<file path="src/rtl/rx_deserializer.sv">
// Serial frame receiver: synchronizes a remote serial clock and data line into the
// i_Pclk domain and assembles start/data/parity/stop bits into an 11-bit frame.
module rx_deserializer (
    input  logic        i_Pclk,
    input  logic        i_Rst,
    input  logic        i_SerClk,
    input  logic        i_Rx,
    input  logic [1:0]  i_Parity,
    output logic [10:0] o_Frame,
    output logic        o_Valid,
    output logic        o_FrameErr,
    output logic        o_Busy
);

    typedef enum logic [2:0] {
        S_IDLE      = 3'd0,
        S_DATA      = 3'd1,
        S_PARITY    = 3'd2,
        S_STOP      = 3'd3,
        S_WAIT_IDLE = 3'd4
    } state_t;

    state_t      state_q, state_d;
    logic [10:0] shift_q, shift_d;
    logic [2:0]  count_q, count_d;
    logic [1:0]  fmt_q, fmt_d;
    logic [10:0] frame_q, frame_d;
    logic        valid_q, valid_d;
    logic        err_q, err_d;
    logic        busy_q;

    logic        serclk_s1_q, serclk_s2_q, serclk_prev_q;
    logic        rx_s1_q, rx_s2_q;
    logic        tick_s;
    logic        rx_s;

    // Both serial inputs use identical 2-flop paths so data stays aligned with its clock edge.
    always_ff @(posedge i_Pclk) begin
        if (i_Rst) begin
            serclk_s1_q   <= 1'b0;
            serclk_s2_q   <= 1'b0;
            serclk_prev_q <= 1'b0;
            rx_s1_q       <= 1'b0;
            rx_s2_q       <= 1'b0;
        end else begin
            serclk_s1_q   <= i_SerClk;
            serclk_s2_q   <= serclk_s1_q;
            serclk_prev_q <= serclk_s2_q;
            rx_s1_q       <= i_Rx;
            rx_s2_q       <= rx_s1_q;
        end
    end

    assign tick_s = serclk_s2_q & ~serclk_prev_q;
    assign rx_s   = rx_s2_q;

    // Frame-assembly FSM: next state, shift register and output staging.
    always_comb begin
        state_d = state_q;
        shift_d = shift_q;
        count_d = count_q;
        fmt_d   = fmt_q;
        frame_d = frame_q;
        valid_d = 1'b0;
        err_d   = err_q;
        if (tick_s) begin
            case (state_q)
                S_IDLE: begin
                    if (!rx_s) begin
                        state_d     = S_DATA;
                        shift_d[10] = 1'b0;
                        count_d     = 3'd0;
                        fmt_d       = i_Parity;
                    end else begin
                        state_d = S_IDLE;
                    end
                end
                S_DATA: begin
                    shift_d[4'd9 - {1'b0, count_q}] = rx_s;
                    count_d = count_q + 3'd1;
                    if (count_q == 3'd7) begin
                        if ((fmt_q == 2'b01) || (fmt_q == 2'b10)) begin
                            state_d = S_PARITY;
                        end else begin
                            state_d    = S_STOP;
                            shift_d[1] = 1'b0;
                        end
                    end else begin
                        state_d = S_DATA;
                    end
                end
                S_PARITY: begin
                    shift_d[1] = rx_s;
                    state_d    = S_STOP;
                end
                S_STOP: begin
                    shift_d[0] = rx_s;
                    frame_d    = {shift_q[10:1], rx_s};
                    valid_d    = 1'b1;
                    err_d      = ~rx_s;
                    state_d    = rx_s ? S_IDLE : S_WAIT_IDLE;
                end
                S_WAIT_IDLE: begin
                    // A held-low break must see a 1 before another start bit is accepted.
                    if (rx_s) begin
                        state_d = S_IDLE;
                    end else begin
                        state_d = S_WAIT_IDLE;
                    end
                end
                default: begin
                    state_d = S_IDLE;
                end
            endcase
        end else begin
            state_d = state_q;
        end
    end

    // State and registered outputs; reset discards any partially received frame.
    always_ff @(posedge i_Pclk) begin
        if (i_Rst) begin
            state_q <= S_IDLE;
            shift_q <= 11'h000;
            count_q <= 3'd0;
            fmt_q   <= 2'b00;
            frame_q <= 11'h000;
            valid_q <= 1'b0;
            err_q   <= 1'b0;
            busy_q  <= 1'b0;
        end else begin
            state_q <= state_d;
            shift_q <= shift_d;
            count_q <= count_d;
            fmt_q   <= fmt_d;
            frame_q <= frame_d;
            valid_q <= valid_d;
            err_q   <= err_d;
            busy_q  <= (state_d != S_IDLE);
        end
    end

    assign o_Frame    = frame_q;
    assign o_Valid    = valid_q;
    assign o_FrameErr = err_q;
    assign o_Busy     = busy_q;

endmodule

</file>
<file path="config.mk">
export PLATFORM = sky130hd
export DESIGN_NAME = rx_deserializer
export DESIGN_NICKNAME = d
export VERILOG_FILES = /design/src/rtl/rx_deserializer.sv
export SDC_FILE = /design/constraint.sdc
export NUM_CORES = 1
export LEC_CHECK = 0
export ABC_CLOCK_PERIOD_IN_PS = 1400
export CAP_MARGIN = 20
export CORE_MARGIN = 5
export CORE_UTILIZATION = 54
export CTS_CLUSTER_SIZE = 25
export DETAILED_ROUTE_END_ITERATION = 7
export PLACE_DENSITY = 0.78
export SLEW_MARGIN = 20
export SYNTH_ARGS = -nofsm -noshare
export SYNTH_HDL_FRONTEND = slang
export SYNTH_SLANG_ARGS = --single-unit
</file>
<file path="constraint.sdc">
create_clock -name i_Pclk -period 1.4 [get_ports i_Pclk]
set_input_delay 0.42 -clock i_Pclk [delete_from_list [all_inputs] [get_ports i_Pclk]]
set_output_delay 0.42 -clock i_Pclk [all_outputs]
set_load 0.01 [all_outputs]
</file>
* Yosys cells after proc, flatten, opt, wreduce, memory -nomap -nowiden
Index checks and enable logic that the tools add are counted.
Widths: inputs -> output; s select.
** Operators by class
- Add/sub/neg operators :: 2
- $mul :: 0
- Div/mod/pow operators :: 0
- $lt $le $gt $ge :: 2
- Equal/unequal tests :: 8
- Shifts and indexed selects :: 0
- Mux-type cells :: 18
- Bitwise gates (word level) :: 4
- Reduce and logical (&&, ||, !) cells :: 15
** Operator list (count)
- $pmux 3 s4 :: 1
- $bwmux 11 :: 1
- $mux 3 :: 3
- $reduce_and 2->1 :: 4
- $mux 1 :: 7
- $eq 3x2->1 const B :: 2
- $eq 3x3->1 const B :: 2
- $pmux 1 s2 :: 3
- $pmux 3 s2 :: 1
- $reduce_and 3->1 :: 2
- $reduce_bool 2->1 :: 3
- $lt 4x5->1 const B :: 1
- $demux 1 s4 :: 1
- $ge 4x1->1 const B :: 1
- $reduce_or 2->1 :: 2
- $sub 4x3->4 const A :: 1
- $add 3x1->3 const B :: 1
- $eq 3x1->1 const B :: 1
- $logic_not 3->1 :: 1
- $not 1->1 :: 3
- $reduce_bool 3->1 :: 1
- $eq 2x1->1 const B :: 1
- $eq 2x2->1 const B :: 1
- $mux 2 :: 1
- 4 further kinds :: 4
** Storage, ports and cells
- Register bits after elaboration :: 38
- Bits in latches :: 0
- Bits in writable memories :: 0
- Memory bits (read-only) :: 0
- Bits of input ports :: 6
- Output and inout port bits :: 14
- Word-level logic and storage cells :: 65
- Memories kept :: 0

* Depth between registers and ports, before layout
Gate-level depths: netlist of run 1.
- Depth in word-level cells :: 9
- Mapped depth :: 6
- Gate-level depth less buffers :: 6

* Least setup slack after synthesis of run 1
Ideal clock, no wire load.
- Path type :: register to register
- Start :: register count_q[0]
- End :: register shift_q[1]
- Library setup time :: 0.071 ns
- Arrival time :: 1.218 ns
- Data required time :: 1.329 ns
- Path slack :: 0.111 ns
- Stages on the path, launching flop included :: 6
- Buffers on the path :: 0
- Clock period less this slack :: 1.289 ns
- Cell sequence :: dfxtp_1 ha_1 ha_1 a221oi_1 o31ai_1 a21oi_1
** On the way
- Word-level cells in the longest chain between the ends :: 9
- Elaborated cells between the ends (all ways) :: 11
- Classes of those cells :: 1 x add/sub; 2 x order compare; 1 x eq/ne; 6 x mux; 1 x reduce/logical
** RTL lines
- start: declaration :: RTL line 25 : logic [2:0] count_q, count_d;
- start signal: assignment :: RTL line 134 : count_q <= count_d;
- $sub 4x3->4 :: RTL line 79 : shift_d[4'd9 - {1'b0, count_q}] = rx_s;
- $lt 4x5->1 (implied by the code) or $ge 4x1->1 (tied branches) :: RTL line 79
- $logic_and 1x1->1 (implied by the code) :: RTL line 79
- $mux 1 (implied by the code) :: RTL line 79
- $demux 1 s4 :: RTL line 79
- $bwmux 11 :: RTL line 79
- $mux 1 :: RTL line 82 : if ((fmt_q == 2'b01) || (fmt_q == 2'b10)) begin
- $mux 1 * :: RTL line 81 : if (count_q == 3'd7) begin
- $pmux 1 s2 * :: RTL line 67 : case (state_q)
- end signal: assignment :: RTL line 133 : shift_q <= shift_d;
- end: declaration :: RTL line 24 : logic [10:0] shift_q, shift_d;
Every way passes the cells marked *; elsewhere a longest branch is shown, timed or not.
A chain may end at the register's enable or synchronous reset.

* Final worst setup path of run 1
Ends and elaborated chain as after synthesis.

==> results of run 1 <==
-- what timing repair did --
item | CTS | global route
cloned | 0 | 0
setup endpoints to repair | 20 | 20
pin swaps | 2 | 2
resized for setup | 20 | 25
buffers inserted | 2 | 0
-- sequential cells by signal, indices dropped and copies added (netlist names) --
signal	cells
count_q	3
fmt_q	2
o_Busy	1
o_Frame	11
o_FrameErr	1
o_Valid	1
rx_s	1
rx_s1_q	1
serclk_prev_q	1
serclk_s1_q	1
serclk_s2_q	1
shift_q	10
state_q	3
-- metal layers --
layer | vias up | global-route usage [%] | part of all wire, %
li1 | 689 | - | -
met2 | 29 | 31.2 | 52
met1 | 646 | 20.3 | 43
met4 | 0 | 5.54 | 0.84
met5 | - | 0 | 0
met3 | 4 | 3.64 | 4.3
-- cells by family (layout without fill, tap and decap cells) --
group	after synthesis	in the layout	synth area share [%]
xor gates and xnor gates	2	2	1.08
buffers and inverters	17	46	5.00
and+or+nand+nor	81	81	26.3
AOI/OAI and AO/OA	30	30	10.6
adders and majority gates	7	7	5.38
DFF	37	37	45.5
muxes	10	10	6.15
-- final cells by class --
class	instances	area [um^2]	share of cell area, %
multi-input combinational	130	852	41.7
sequential	37	753	36.8
timing repair buffer	33	295	14.4
clock buffer	7	55.1	2.69
tap	33	41.3	2.02
clock inverter	1	30.0	1.47
inverter	5	18.8	0.917
-- worst max-delay path: stages (launching register included) --
cell	delay, ns
dfxtp_2	0.39
inv_1	0.09
ha_1	0.26
a221oi_2	0.31
o31ai_2	0.09
a21oi_1	0.15
-- power groups by stage --
stage | sequential [W] | clock [W] | combinational, W
2_1_floorplan | 0.00109 | 0 | 0.0000601
3_3_place_gp | 0.00110 | 0 | 0.0000963
3_5_place_dp | 0.00110 | 0 | 0.0000987
4_1_cts | 0.00107 | 0.000778 | 0.000100
5_1_grt | 0.00107 | 0.000822 | 0.000112
6_report | 0.00107 | 0.000754 | 0.000102
-- metrics by stage --
stage	cells	util [%]	power [W]
after global routing	246	68.7	0.00201
after detailed placement	236	63.8	0.00120
final	246	68.7	0.00193
after CTS	246	66.9	0.00195
after floorplan	184	-	0.00116
after global placement	236	63.8	0.00119
-- worst paths after layout --
kind / start / to / slack [ns]
setup / recovery: count_q[0] / shift_q[1] / 0.03
hold reg to reg: rx_s1_q / rx_s / 0.45
setup reg to reg: count_q[0] / shift_q[1] / 0.03
hold / removal: rx_s1_q / rx_s / 0.45
-- cell usage in the layout, fill, tap and decap left out, types with 5 or more instances in the layout --
cell type,synthesis,routed
ha_1,7,5
clkdlybuf4s15_1,0,10
nand4_1,12,12
nor2_1,16,15
clkbuf_4,0,5
buf_4,1,13
dfxtp_1,37,31
nor2b_1,6,5
mux2i_1,10,10
clkdlybuf4s50_1,0,5
nand2b_1,5,5
a21oi_1,20,20
inv_1,5,5
nand2_1,29,29
==> flow_summary.ini, run 1 <==
[yosys]
synth-seq-cells = 37
synth_area_leaders = dfxtp_1 46%, nand2_1 6.7%, a21oi_1 6.1%
yosys-top-cells-count = 37 x dfxtp_1, 29 x nand2_1, 20 x a21oi_1
ys_async_sr_fraction_pct = 0
synthFlopType = dfxtp_1
synth_seq_area_share_pct = 45.5
synth-edff-count = 0
syn_area_um2 = 1630
synth.most_common_cell = dfxtp_1
yosysTopAreaCell = dfxtp_1
synth_nets = 197
syn_avg_cell_area_um2 = 8.85
synthCells = 184
ys.warnings.count = 0
synth.top_cell.area_share_pct = 45.5
ys_types = 32

[die]
core_area_um2 = 2980
ios = 20
fp-row-count = 20
die_area_um2 = 4210
die_w_um = 64.9
die_y_um = 64.9
initial_core_util_pct = 54.7

[status]
status = finished, final reports clean

[route]
vias_per_cell = 5.56
drc = 0
wire_per_inst_um = 13.6
postRouteWirelength_um = 3350
firstDrtPassIters = 4
drtAntennaViolNets = 0
vias = 1368
drt-initial-drc-count = 42

[job]
drv_cap = 0

[critical_path]
worstSetupEndpointType = flop
worst-path-max-fanout = 4
arrival_ns = 1.64
rr_worst_depth = 5
criticalPathCategory = reg -> reg
crit_required_ns = 1.67
start_kind = flop

[timing]
min_period_ns = 1.37
skew_ns = 0.00938
rsz0062_at_grt = yes
drv_slew = 0
relSlewSlack_pct = 75.0
setup_viol = 0
hold_viol_final = 0
setup_tns_ns = 0
hold_ws_ns = 0.449
finalWorstSetupSlack_ns = 0.0269
finalCritPeriodShare_pct = 98.1
tightest_slew_ns = 0.372
max_freq_ghz = 0.728

[power_and_ir_drop]
clock_power_share_pct = 39.2
switching_power_w = 0.000391
power_leakage_nw = 0.824
p_int_w = 0.00153
p_comb_share_pct = 5.3
ir_drop_mv = 0.613
p_per_area_nw_per_um2 = 941
power_switching_share_pct = 20.3
seq_power_share_pct = 55.5

[cells_and_area]
layout-drive-gt1-share_pct = 18.8
syn2layout_area_growth_pct = 25.7
antenna_cells = 0
stdcell_area_um2 = 2050
nets = 225
fillers = 241

[grt]
grt_max_degree = 18
antenna_found_initial = 0
grt_remaining_overflow = 0
grt_pass1_wl_um = 5730
grt_pass1_vias = 1311
track_usage_pct = 17.3

[worst_hold_path]
hold_path_class = reg -> reg
hold_depth = 1

[cts]
cts_tree = done
cts.sinks = 37
clock_latency_ns = 0.34
ctsHtreeMaxLevel = 2
clockBufferDepth = 2
cts_hold_buf = 0
cts-root-buf = clkbuf_4
clkTransAtPathRegs_ns = 0.10
cts-buffers-inserted = 5

[place]
pre_cts_ws_ns = -0.166
placed_area_um2 = 1900
dp_hpwl_um = 2500
port_buffers = 19
gp_congestion = 0.895
No activity file was read; power rests on OpenSTA's default activity.
==> run 2, diff against run 1 <==
CORE_ASPECT_RATIO = 1.4   (was default)
==> flow_summary.ini, run 2 (same netlist as run 1, synthesis figures left out) <==
[status]
status = finished, final reports clean

[cts]
cts-buffers-inserted = 5
clockBufferDepth = 2
cts_hold_buf = 0
clkTransAtPathRegs_ns = 0.07
ctsHtreeMaxLevel = 2
cts_tree = done
cts.sinks = 37
clock_latency_ns = 0.28
cts-root-buf = clkbuf_8

[power_and_ir_drop]
power_leakage_nw = 0.871
ir_drop_mv = 0.659
p_per_area_nw_per_um2 = 910

[cells_and_area]
final_common_cell = dfxtp_1
layout-drive-gt1-share_pct = 17.1
syn2layout_area_growth_pct = 23.7
largest_reg_flops = 11
nets = 225
final_cell_mix = 32 x dfxtp_1, 29 x nand2_1, 19 x a21oi_1, 16 x nor2_1, 14 x dlygate4sd2_1
antenna_cells = 0
utilization_pct = 70.0

[timing]
drv_slew = 0
min_period_ns = 1.38
finalCritPeriodShare_pct = 98.6
hold_ws_ns = 0.451
relSlewSlack_pct = 80.1
rsz0062_at_grt = yes
tightest_slew_ns = 0.298
skew_ns = 0.00493
max_freq_ghz = 0.724
setup_viol = 0
hold_viol_final = 0
setup_tns_ns = 0

[critical_path]
crit_required_ns = 1.60
slowest_stage = dfxtp_2
worst-path-max-fanout = 5
cpMostUsedCell = ha_2
criticalPathCategory = reg -> reg
arrival_ns = 1.58
start_kind = flop
worstSetupEndpointType = flop
path_cells = ha_2 > ha_2 > nand2_1 > o31ai_1 > a21oi_2 > o2111ai_2
max_stage_delay_ns = 0.38

[die]
core_area_um2 = 2880
die_y_um = 75.0
fp-row-count = 23
die_w_um = 56.4
ios = 20
die_area_um2 = 4230
initial_core_util_pct = 56.6

[place]
dp_hpwl_um = 2320
port_buffers = 19
gp_congestion = 0.846

[grt]
grt_remaining_overflow = 0
track_usage_pct = 17.8
antenna_found_initial = 0
grt_max_degree = 18
grt_pass1_vias = 1346
grt_pass1_wl_um = 5780

[route]
vias = 1361
drtAntennaViolNets = 0
firstDrtPassIters = 4
vias_per_cell = 5.49
wire_per_inst_um = 13.3
postRouteWirelength_um = 3290
drt-initial-drc-count = 34
drc = 0

[worst_hold_path]
hold_path_class = reg -> reg

[job]
drv_cap = 0
==> run 2: cell count changes in the layout (fill, tap and decap cells not counted), moves of 2 or more <==
cell and delta:
dlygate4sd2_1 +12, clkdlybuf4s15_1 -10, clkbuf_4 -5, clkbuf_8 +4, clkbuf_2 -2, dfxtp_4 -2, ha_2 +2, ha_4 -2
==> run 2: layout make-up <==
type / count / area [um^2]
multi-input cells: 130 / 837
flip-flops and latches: 37 / 747
fillers: 230 / 865
repair buffers: 33 / 290
clock inverters: 1 / 5.00
inverters: 5 / 18.8
well taps: 37 / 46.3
clock buffers: 5 / 68.8
==> run 2: per-stage QoR <==
| stage | power [W] | cells | cell area, um^2 | setup slack [ns] |
|---|---|---|---|---|
| global route | 0.00191 | 248 | 2010 | -0.0302 |
| detailed placement | 0.00119 | 240 | 1900 | -0.171 |
| finish | 0.00183 | 248 | 2010 | 0.0196 |
| CTS | 0.00185 | 248 | 1990 | 0.0184 |
| global placement | 0.00119 | 240 | 1900 | -0.0768 |
| floorplan | 0.00116 | 184 | 1630 | 0.111 |
==> run 2: power by group <==
| part | switching, W | leakage, nW | internal [W] |
|---|---|---|---|
| clock network | 0.000329 | 0.0399 | 0.000327 |
| registers | 0.00000920 | 0.302 | 0.00106 |
| logic | 0.0000536 | 0.529 | 0.0000491 |
==> run 2: path summary, 6_finish.rpt <==
kind                   start    endpoint  slack (ns)  cells past startpoint
setup / recovery  count_q[1]      o_Busy        0.02                      6
hold / removal    o_Frame[2]  o_Frame[2]        0.45                      2
setup reg to reg  count_q[1]      o_Busy        0.02                      6
hold reg to reg   o_Frame[2]  o_Frame[2]        0.45                      2
==> run 2: what timing repair did <==
item,4_1_cts,5_1_grt
endpoints found under the setup margin,17,6
resized for setup,20,8
cloned,0,0
setup buffers,2,0
pin swaps,2,2
==> run 2: critical path: cells and delay by family (launching register included) <==
family	cells	cell delay [ns]
compound gates	3	0.45
fa+ha+maj	2	0.41
flops	1	0.38
simple gates	1	0.07
==> run 2: routing by layer <==
layer / share of wire [%] / routed length, um / GRT usage [%] / vias up
met4: 2.6 / 85 / 11.6 / 0
li1: - / - / - / 682
met2: 51 / 1680 / 31.1 / 35
met5: 0 / 0 / 0 / -
met1: 41 / 1350 / 18.5 / 636
met3: 5.3 / 174 / 5.49 / 8
==> run 3, diff against run 2 <==
CELL_PAD_IN_SITES_DETAIL_PLACEMENT = 0   (was default)
CELL_PAD_IN_SITES_GLOBAL_PLACEMENT = 1   (was default)
CORE_UTILIZATION = 41   (was 54)
GPL_ROUTABILITY_DRIVEN = 0   (was default)
==> flow_summary.ini, run 3 (same netlist as run 1, synthesis figures left out) <==
[cts]
post_cts_buffers = 0
cts_tree = done
clock_latency_ns = 0.29
cts_hold_buf = 0
cts-root-buf = clkbuf_8
cts.sinks = 37
clockBufferDepth = 2
cts-buffers-inserted = 5
clkTransAtPathRegs_ns = 0.08
ctsHtreeMaxLevel = 2

[cells_and_area]
layout-drive-gt1-share_pct = 19.8
nets = 224
antenna_cells = 0
largest_reg_flops = 11
multi_input_comb_area_um2 = 877
fillers = 370
final_common_cell = dfxtp_1
ff_latch_area_um2 = 754
final_cell_mix = 30 x dfxtp_1, 29 x nand2_1, 18 x a21oi_1, 16 x nor2_1, 14 x dlygate4sd2_1
syn2layout_area_growth_pct = 30.7

[power_and_ir_drop]
seq_power_share_pct = 47.0
p_per_area_nw_per_um2 = 1070
p_comb_share_pct = 4.5
power_leakage_nw = 0.898
power_switching_share_pct = 19.8
switching_power_w = 0.000451
clock_power_share_pct = 48.5
ir_drop_mv = 0.856
p_int_w = 0.00183
report.power.total_w = 0.00228

[critical_path]
worstSetupEndpointType = primary output
criticalPathCategory = reg -> out
cp.depth = 1
path_buf_inv = 1
path_delay_family = flip-flops
start_kind = flop
max_stage_delay_ns = 0.34
worst-path-max-fanout = 2
crit_required_ns = 0.98
arrival_ns = 0.90
rr_worst_depth = 6
slowest_stage = dfxtp_1
path_cells = dlygate4sd2_1

[route]
vias_per_cell = 5.27
wire_per_inst_um = 14.3
drt-initial-drc-count = 50
firstDrtPassIters = 4
vias = 1345
drc = 0
postRouteWirelength_um = 3660
drtAntennaViolNets = 0

[die]
core_area_um2 = 3880
fp-row-count = 27
ios = 20
die_w_um = 63.3
initial_core_util_pct = 41.9
die_y_um = 84.6
die_area_um2 = 5350

[grt]
grt_pass1_wl_um = 6490
grt_pass1_vias = 1464
grt_max_degree = 22
antenna_found_initial = 0
grt_remaining_overflow = 0
track_usage_pct = 15.1

[place]
dp_hpwl_um = 2560
pre_cts_ws_ns = -0.155
port_buffers = 19

[job]
drv_cap = 0

[worst_hold_path]
hold_depth = 1
hold_path_class = reg -> reg

[timing]
min_period_ns = 1.32
finalWorstSetupSlack_ns = 0.0750
drv_slew = 0
setup_viol = 0
relSlewSlack_pct = 69.0
hold_viol_final = 0
skew_ns = 0.00590
finalCritPeriodShare_pct = 94.6
max_freq_ghz = 0.755
tightest_slew_ns = 0.464
setup_tns_ns = 0

[status]
status = finished, final reports clean
## run 3: cell types whose count changed in the layout (fill, tap and decap cells not counted), moves of 2 or more
cell	delta
ha_2	-2
ha_4	+3
or3b_4	+2
bufinv_16	+2
dfxtp_4	+2
dfxtp_1	-2
buf_4	-2
## run 3: power by group through the flow
stage	registers (W)	logic [W]	clock network, W
floorplan	0.00109	0.0000601	0
global placement	0.00110	0.0000971	0
detailed placement	0.00110	0.0000986	0
CTS	0.00107	0.0000984	0.00113
global route	0.00107	0.000112	0.00119
finish	0.00107	0.000103	0.00110
## run 3: path summary, 6_finish.rpt
check	startpoint	endpoint	slack [ns]
worst max-delay path	o_Frame[5]	o_Frame[5]	0.08
worst min-delay path	serclk_s1_q	serclk_s2_q	0.44
worst min register to register	serclk_s1_q	serclk_s2_q	0.44
worst max register to register	count_q[0]	o_Busy	0.09
## run 3: final cells by class
class                   count  area share (%)
inverters                   5           0.882
multi-input cells         130            41.2
clock buffers               5            3.23
well taps                  43            2.53
flip-flops and latches     37            35.4
clock inverters             3            3.23
repair buffers             32            13.5
## run 3: what timing repair did
action | CTS | global route
hold endpoints to repair | 0 | 0
setup endpoints to repair | 16 | 20
resized for setup | 18 | 19
pin swaps | 1 | 5
cloned | 0 | 0
## run 3: metrics by stage
step | hold slack (ns) | cell area, um^2 | utilization (%) | instances
after detailed placement | 0.434 | 1920 | 49.4 | 247
after global placement | 0.427 | 1920 | 49.4 | 247
after CTS | 0.452 | 2050 | 52.8 | 255
after floorplan | 0.414 | 1630 | - | 184
final | 0.444 | 2130 | 54.8 | 255
after global routing | 0.455 | 2130 | 54.8 | 255
## run 3: routing by layer
layer | GRT usage [%] | vias up | share of wire [%]
li1 | - | 680 | -
met1 | 17.1 | 642 | 44
met2 | 26.3 | 18 | 52
met3 | 4.28 | 5 | 2.9
met4 | 6.05 | 0 | 1.6
met5 | 0 | - | 0
